<file path="src/rtl/dff_write_arbiter.sv">
// dff_write_arbiter
// Round-robin write scheduler for one shared WIDTH-bit register. At most one
// requester is granted per cycle and its data is captured into the register.
// A granted requester holding lock keeps the register for a burst of up to
// MAX_HOLD consecutive writes; on release, arbitration happens at the same edge.
module dff_write_arbiter #(
  parameter int N_REQ    = 4,
  parameter int WIDTH    = 8,
  parameter int MAX_HOLD = 4
) (
  input  logic                       clk,
  input  logic                       rstn,
  input  logic [N_REQ-1:0]           req,
  input  logic [N_REQ-1:0]           lock,
  input  logic [N_REQ*WIDTH-1:0]     wdata,
  output logic [N_REQ-1:0]           gnt,
  output logic [WIDTH-1:0]           q,
  output logic                       q_valid,
  output logic [$clog2(N_REQ)-1:0]   owner,
  output logic                       busy
);

  localparam int PW = $clog2(N_REQ);
  localparam int HW = $clog2(MAX_HOLD + 1);

  typedef enum logic {
    IDLE = 1'b0,
    OWN  = 1'b1
  } state_t;

  state_t            state_reg, state_next;
  logic [PW-1:0]     ptr_reg, ptr_next;
  logic [HW-1:0]     hold_cnt_reg, hold_cnt_next;
  logic [N_REQ-1:0]  gnt_reg, gnt_next;
  logic [WIDTH-1:0]  q_reg, q_next;
  logic              q_valid_reg, q_valid_next;
  logic [PW-1:0]     owner_reg, owner_next;

  logic [WIDTH-1:0]  wdata_arr [N_REQ];
  logic              win_found;
  logic [PW-1:0]     win_idx;
  logic [PW-1:0]     scan_idx;
  logic              burst_continue;

  // Split the flat write-data bus into one word per requester.
  generate
    for (genvar gi = 0; gi < N_REQ; gi++) begin : g_unpack
      assign wdata_arr[gi] = wdata[gi*WIDTH +: WIDTH];
    end
  endgenerate

  // Next index in round-robin order, wrapping from N_REQ-1 back to 0.
  function automatic logic [PW-1:0] wrap_inc(input logic [PW-1:0] v);
    return (v == PW'(N_REQ - 1)) ? '0 : v + 1'b1;
  endfunction

  // Round-robin scan: first active request starting at ptr and wrapping.
  always_comb begin
    win_found = 1'b0;
    win_idx   = '0;
    scan_idx  = ptr_reg;
    for (int k = 0; k < N_REQ; k++) begin
      if (!win_found && req[scan_idx]) begin
        win_found = 1'b1;
        win_idx   = scan_idx;
      end
      scan_idx = wrap_inc(scan_idx);
    end
  end

  // The owner keeps the register while it still requests with lock and the
  // burst has not yet reached MAX_HOLD writes.
  assign burst_continue = (state_reg == OWN) && req[owner_reg] && lock[owner_reg]
                          && (hold_cnt_reg < HW'(MAX_HOLD));

  // Next-state and next-output selection: continue burst, or arbitrate.
  always_comb begin
    state_next    = state_reg;
    ptr_next      = ptr_reg;
    hold_cnt_next = hold_cnt_reg;
    gnt_next      = gnt_reg;
    q_next        = q_reg;
    q_valid_next  = q_valid_reg;
    owner_next    = owner_reg;
    if (burst_continue) begin
      q_next        = wdata_arr[owner_reg];
      q_valid_next  = 1'b1;
      hold_cnt_next = hold_cnt_reg + 1'b1;
    end else if (win_found) begin
      // Fresh grant; ptr moves past the winner so it gets lowest priority next.
      gnt_next      = N_REQ'(1) << win_idx;
      q_next        = wdata_arr[win_idx];
      q_valid_next  = 1'b1;
      owner_next    = win_idx;
      ptr_next      = wrap_inc(win_idx);
      hold_cnt_next = HW'(1);
      state_next    = (lock[win_idx] && (MAX_HOLD > 1)) ? OWN : IDLE;
    end else begin
      // Nobody requesting: drop the grant, keep the stored data and owner.
      gnt_next      = '0;
      q_valid_next  = 1'b0;
      state_next    = IDLE;
    end
  end

  // State and output registers with synchronous active-low reset.
  always_ff @(posedge clk) begin
    if (!rstn) begin
      state_reg    <= IDLE;
      ptr_reg      <= '0;
      hold_cnt_reg <= '0;
      gnt_reg      <= '0;
      q_reg        <= '0;
      q_valid_reg  <= 1'b0;
      owner_reg    <= '0;
    end else begin
      state_reg    <= state_next;
      ptr_reg      <= ptr_next;
      hold_cnt_reg <= hold_cnt_next;
      gnt_reg      <= gnt_next;
      q_reg        <= q_next;
      q_valid_reg  <= q_valid_next;
      owner_reg    <= owner_next;
    end
  end

  assign gnt     = gnt_reg;
  assign q       = q_reg;
  assign q_valid = q_valid_reg;
  assign owner   = owner_reg;
  assign busy    = (state_reg == OWN);

endmodule
</file>
<file path="config.mk">
export PLATFORM = sky130hd
export DESIGN_NAME = dff_write_arbiter
export DESIGN_NICKNAME = d
export VERILOG_FILES = /design/src/rtl/dff_write_arbiter.sv
export SDC_FILE = /design/constraint.sdc
export NUM_CORES = 1
export LEC_CHECK = 0
export ABC_AREA = 1
export CELL_PAD_IN_SITES_DETAIL_PLACEMENT = 2
export CELL_PAD_IN_SITES_GLOBAL_PLACEMENT = 2
export CORE_ASPECT_RATIO = 0.9
export CORE_MARGIN = 2
export CORE_UTILIZATION = 24
export CTS_CLUSTER_DIAMETER = 50
export DETAILED_ROUTE_END_ITERATION = 8
export PLACE_DENSITY_LB_ADDON = 0.15
export REMOVE_ABC_BUFFERS = 1
export SYNTH_ARGS = -nofsm -noshare
export SYNTH_HDL_FRONTEND = slang
export SYNTH_SLANG_ARGS = --single-unit
</file>
<file path="constraint.sdc">
create_clock -name clk -period 2.3 [get_ports clk]
set_input_delay 0.46 -clock clk [delete_from_list [all_inputs] [get_ports clk]]
set_output_delay 0.46 -clock clk [all_outputs]
set_load 0.02 [all_outputs]
</file>
Word-level counts from Yosys, hierarchy flattened
Cells that the tools add are included.
{ "word_totals": {"input_bits": 42, "register_bits": 21, "out_inout_bits": 16} }
{ "classes": {"addsub": 5, "n_bitwise": 3, "mux": 41, "n_reduce_logical": 11, "n_lt_le_gt_ge": 9, "n_shift": 1, "eq_ne": 4} }
{ "op_table": {"columns": ["operator", "n"], "rows": [
  ["8-bit 2-to-1 mux", 6],
  ["8-bit binary-select mux with 2-bit select", 2],
  ["2-bit by 3-bit < comparator with 1-bit output (second input constant)", 6],
  ["2-bit 2-to-1 mux", 8],
  ["1-bit 2-to-1 mux", 15],
  ["1-bit binary-select mux with 2-bit select", 7],
  ["2-bit by 1-bit adder with 2-bit output (second input constant)", 4],
  ["2-bit == test (second input constant)", 4],
  ["3-bit greater-or-equal comparator (second input constant)", 2],
  ["1-bit logical AND", 6],
  ["3-bit 2-to-1 mux", 2],
  ["2-bit NOT with 3-bit output", 2],
  ["4-bit 2-to-1 mux", 1],
  ["1-bit by 2-bit << shifter with 4-bit output (first input constant)", 1],
  ["3-bit by 1-bit adder with 3-bit output (second input constant)", 1],
  ["1-bit zero test", 3],
  ["3-bit < comparator (second input constant)", 1],
  ["2-bit AND reduction", 1],
  ["2-bit nonzero test", 1],
  ["1-bit NOT", 1]
]} }

Logic depth before layout (Yosys ltp)
{ "depth": {"depth_word": 18, "depth_mapped": 16, "ltp_nobuf": 14} }

Worst setup path before layout
OpenSTA, ideal clock, no wires.
{ "synth_path": {"kind": "register to register", "start": "register ptr_reg[1]", "end": "register ptr_reg[1]", "arrival_time_ns": 1.894, "setup_slack_ns": 0.337, "path_stages_with_launch": 12, "n_path_buf": 1, "required_ns": 2.230, "cell_sequence": "dfxtp_1 ha_1 inv_1 o21ai_1 nand3_1 nand2_2 nand4_4 nand3_2 buf_6 inv_2 ha_1 a21oi_1"} }
{ "synth_between": {"elab_chain_cells": 14, "elab_cells_between_ends": 35, "classes_between": "add/sub (4); eq/ne (4); mux (20); reduce/logical (7)"} }
{ "synth_rtl": {"columns": ["element", "line_no", "rtl"], "rows": [
  ["start: declaration", "32", "logic [PW-1:0] ptr_reg, ptr_next;"],
  ["start signal: assignment", "118", "ptr_reg <= ptr_next;"],
  ["parallel branches: the longest is 14 deep, another holds 2-bit by 1-bit adder with 2-bit output", null, null]
]} }
Several ways; the timed one is not identified. The select of a mux whose other input is x is not followed.
A chain may end at the register's enable or synchronous reset.

Final worst setup path
{ "layout_path": {"start": "input req[3]", "end": "register state_reg (netlist: busy)"} }
{ "layout_between": {"elab_chain_cells": 16, "elab_cells_between_ends": 31, "classes_between": "mux (22); reduce/logical (9)"} }
{ "layout_rtl": {"columns": ["element", "line_no", "rtl"], "rows": [
  ["start: declaration", "13", "input logic [N_REQ-1:0] req,"],
  ["1-bit binary-select mux with 2-bit select", "63", "if (!win_found && req[scan_idx]) begin"],
  ["1-bit 2-to-1 mux (not written as such)", "63", null],
  ["1-bit 2-to-1 mux", "63", null],
  ["1-bit zero test", "63", null],
  ["1-bit logical AND", "63", null],
  ["1-bit 2-to-1 mux", "63", null],
  ["1-bit zero test", "63", null],
  ["1-bit logical AND", "63", null],
  ["1-bit 2-to-1 mux", "63", null],
  ["1-bit zero test", "63", null],
  ["1-bit logical AND", "63", null],
  ["2-bit 2-to-1 mux", "63", null],
  ["1-bit binary-select mux with 2-bit select", "97", "state_next = (lock[win_idx] && (MAX_HOLD > 1)) ? OWN : IDLE;"],
  ["1-bit 2-to-1 mux (not written as such)", "97", null],
  ["1-bit 2-to-1 mux", "97", null],
  ["1-bit 2-to-1 mux", "89", "end else if (win_found) begin"],
  ["end signal: assignment", "117", "state_reg <= state_next;"],
  ["end: declaration", "31", "state_t state_reg, state_next;"]
]} }
Several ways; a longest one is shown, not always the timed one. The select of a mux whose other input is x is not followed.

==> flow_metrics.tcl <==
set metrics [dict create \
    run_status "finished clean" \
    cts.sinks 21 \
    wirelength_mm 7.63 \
    worst-endpoint-required_ns 2.52 \
    initial_util 0.244 \
    path_cells "clkdlybuf4s50_1, inv_1, nand2_1, nand3_1, nand2_2, inv_1, nor2_4, nor2_4, nand3_4, buf_4, nand2_1, o21ai_1, nand2_1, nand3_1, nand2_1, inv_1" \
    worstReg2RegEnd "busy" \
    slowest_stage "clkdlybuf4s50_1" \
    via_count 2315 \
    synth_seq_cells 21 \
    tightest_slew_ns 0.362 \
    worst_path_largest_cell_delay_ns 0.50 \
    clockBufferDepth 2 \
    totalPowerFinal_uw 4270 \
    area_growth_pct 45.9 \
    global_route.usage.total 0.176 \
    static_leakage_uw 0.00138 \
    clock_group_share_of_total_power 0.059 \
    drt-met1-wl_mm 3.75 \
    met3WireLength_um 239 \
    floorplan.io_pins 58 \
    p_sw_uw 2270 \
    worst_case_vdd_ir_drop_v 0.000502 \
    met2_length_mm 3.64 \
    floorplan.core_area_um2 7990 \
    max_freq_mhz 470 \
    avgSynthCellArea_um2 6.20 \
    path_common_cell "nand2_1" \
    share_of_cells_above_drive_strength_1 0.165 \
    topRoutingLayerUsed "met3" \
    drt_iter0_markers 52 \
    finalCritPeriodShare 0.925 \
    gp_congestion 0.790 \
    setup.reg_to_reg.worst_slack_ns 0.19 \
    synth.yosys.warnings 0 \
    n_fill_cell 966 \
    worstPathBufferInverterCount 5 \
    wl_per_cell_um 15.6 \
    clockRootBuffer "clkbuf_8" \
    route.detailed.drc 0 \
    layout_commonest_cell "nand2_1" \
    worst_r2r_src "ptr_reg[1]" \
    die_area_um2 8880 \
    layout.cells.most_common_list "nand2_1, clkdlybuf4s50_1, inv_1" \
    slew_violations 0 \
    largest_register_ffs 8 \
    clk-insertion-delay-late_ns 0.26 \
    reg2regPathDepth 14 \
    multiInputGateArea_um2 1230 \
    clock_skew_ns 0.00374 \
    tritoncts "built" \
    critPathArrivalTime_ns 2.34 \
    cell_depth_of_the_worst_hold_path 1 \
    chipWidth_um 99.1 \
    antenna_cell_count 0 \
    place.port_buffers 57 \
    criticalPathCategory "in2reg" \
    synth.cell_area_um2 1950 \
    critical_path.top_delay_family "simple AND/OR/NAND/NOR gates" \
    seq_power_share 0.135 \
    drt.antenna.violating_nets 0 \
    net_switching_fraction_of_the_power 0.531 \
    first_pass_iters 4 \
    grt_start_max_net_pins 17 \
    power.share.combinational 0.806 \
    overflow 0 \
    clock_tree.htree_level_count 1 \
    worst-path-max-fanout 5 \
    detailed_place_hpwl_mm 6.09 \
    critPathLaunchType "input port" \
    timing.final.hold_violations 0 \
    seq_area_frac_synth 0.215 \
    grt_setup_unrepaired "false" \
    internal-power_uw 2000 \
    antenna_violations_before_repair 0 \
    post_cts_hold_buffer_count 0 \
    layout.cell_area.non_filler_um2 2850 \
    period_needed_ns 2.13 \
    place_area_um2 2780 \
    pwr_density_nw_per_um2 1500 \
    timing.max_cap.violations 0 \
    final-seq-area_um2 420 \
    final_layout_net_count 436 \
    worstHoldStart "hold_cnt_reg[0]" \
    grt_pass1_vias 2459 \
    synthCells 315 \
    report.final.setup_viol 0 \
    clkTransAtPathRegs_ns 0.08 \
    worst_slew_slack_as_a_fraction_of_its_limit 0.759 \
    grt_pass1_wl_mm 12.4 \
    min_delay_worst_endpoint "hold_cnt_reg[0]" \
    cts_inserted_buffers 3 \
    timing.critical_path.to_type "flip-flop" \
    placement_rows 31 \
    route.detailed.vias_per_inst 4.74 \
    vertical_extent_of_the_die_um 89.6 \
    synth_cell_type_count 30 \
    min-delay-path-class "reg2reg" \
]
through the flow:
stage | setup WS [ns] | utilization | setup TNS, ns | hold WS [ns] | cells
final | 0.173 | 0.357 | 0 | 0.470 | 488
after global routing | 0.00413 | 0.357 | 0 | 0.500 | 488
after CTS | 0.0255 | 0.354 | 0 | 0.476 | 488
after detailed placement | -0.253 | 0.348 | -2.87 | 0.464 | 484
after global placement | -0.247 | 0.348 | -1.48 | 0.456 | 484
after floorplan | -0.129 | - | -0.888 | 0.428 | 298
cell usage after synthesis:
cell type   n  area (um^2)
a21oi_1    35          175
nand4_4     1         21.3
clkbuf_1    7         26.3
o311ai_0    1         8.76
inv_1      51          191
nand2_4     4         45.0
nor2_2      3         18.8
inv_6       1         8.76
nor3_1      8         40.0
clkinv_1    1         3.75
nand4_1    16          100
nand2_2     4         25.0
buf_6       4         45.0
nand3_2     3         30.0
buf_2       4         20.0
o211ai_1    1         7.51
o21ai_0    11         55.1
dfxtp_1    21          420
nor2_1     12         45.0
nor2_4      4         45.0
a211oi_1    9         67.6
inv_2       3         11.3
nand2_1    71          267
o21ai_2     2         17.5
ha_1        4         50.1
o21ai_1     1         5.00
nand3b_1    1         7.51
buf_4       2         15.0
nor2_8      2         40.0
nand3_1    28          140
layout make-up:
cell class,instances,area share
multi-input cells,221,0.432
clock inverters,1,0.00176
flip-flops and latches,21,0.147
clock buffers,3,0.0145
inverters,56,0.0755
well taps,99,0.0435
repair buffers,87,0.286
per-layer routing:
metal / track usage / vias up
met5: 0 / -
met4: 0.0137 / 0
met3: 0.0263 / 0
met2: 0.321 / 41
met1: 0.233 / 1096
li1: - / 1178
kinds of logic (layout without fill, tap and decap cells):
family,after synthesis,after routing,synth area share
fa+ha+maj,4,4,0.0256
simple gates,157,157,0.422
flops,21,21,0.215
buf+inv,73,147,0.165
compound gates,60,60,0.172
worst max-delay path by stage:
stage | from | slack, ns | cells after the start | to
after floorplan | ptr_reg[0] | -0.13 | 10 | ptr_reg[1]
after global placement | req[2] | -0.25 | 15 | busy
after detailed placement | req[2] | -0.25 | 15 | busy
after CTS | req[2] | 0.03 | 16 | busy
after global routing | req[3] | 0.004 | 16 | busy
final | req[3] | 0.17 | 16 | busy
power by group through the flow:
stage | clock network [uW] | logic [uW] | registers (uW)
5_1_grt | 281 | 3870 | 590
4_1_cts | 264 | 3430 | 579
3_5_place_dp | 0 | 3410 | 586
6_report | 252 | 3440 | 577
3_3_place_gp | 0 | 3310 | 586
2_1_floorplan | 0 | 1860 | 728
what timing repair did:
| item | in CTS | in global routing |
|---|---|---|
| buffers inserted | 0 | 0 |
| endpoints found under the hold margin | 0 | 0 |
| resized for setup | 0 | 8 |
| endpoints found under the setup margin | 0 | 17 |
Power figures use the tool's default switching activity.
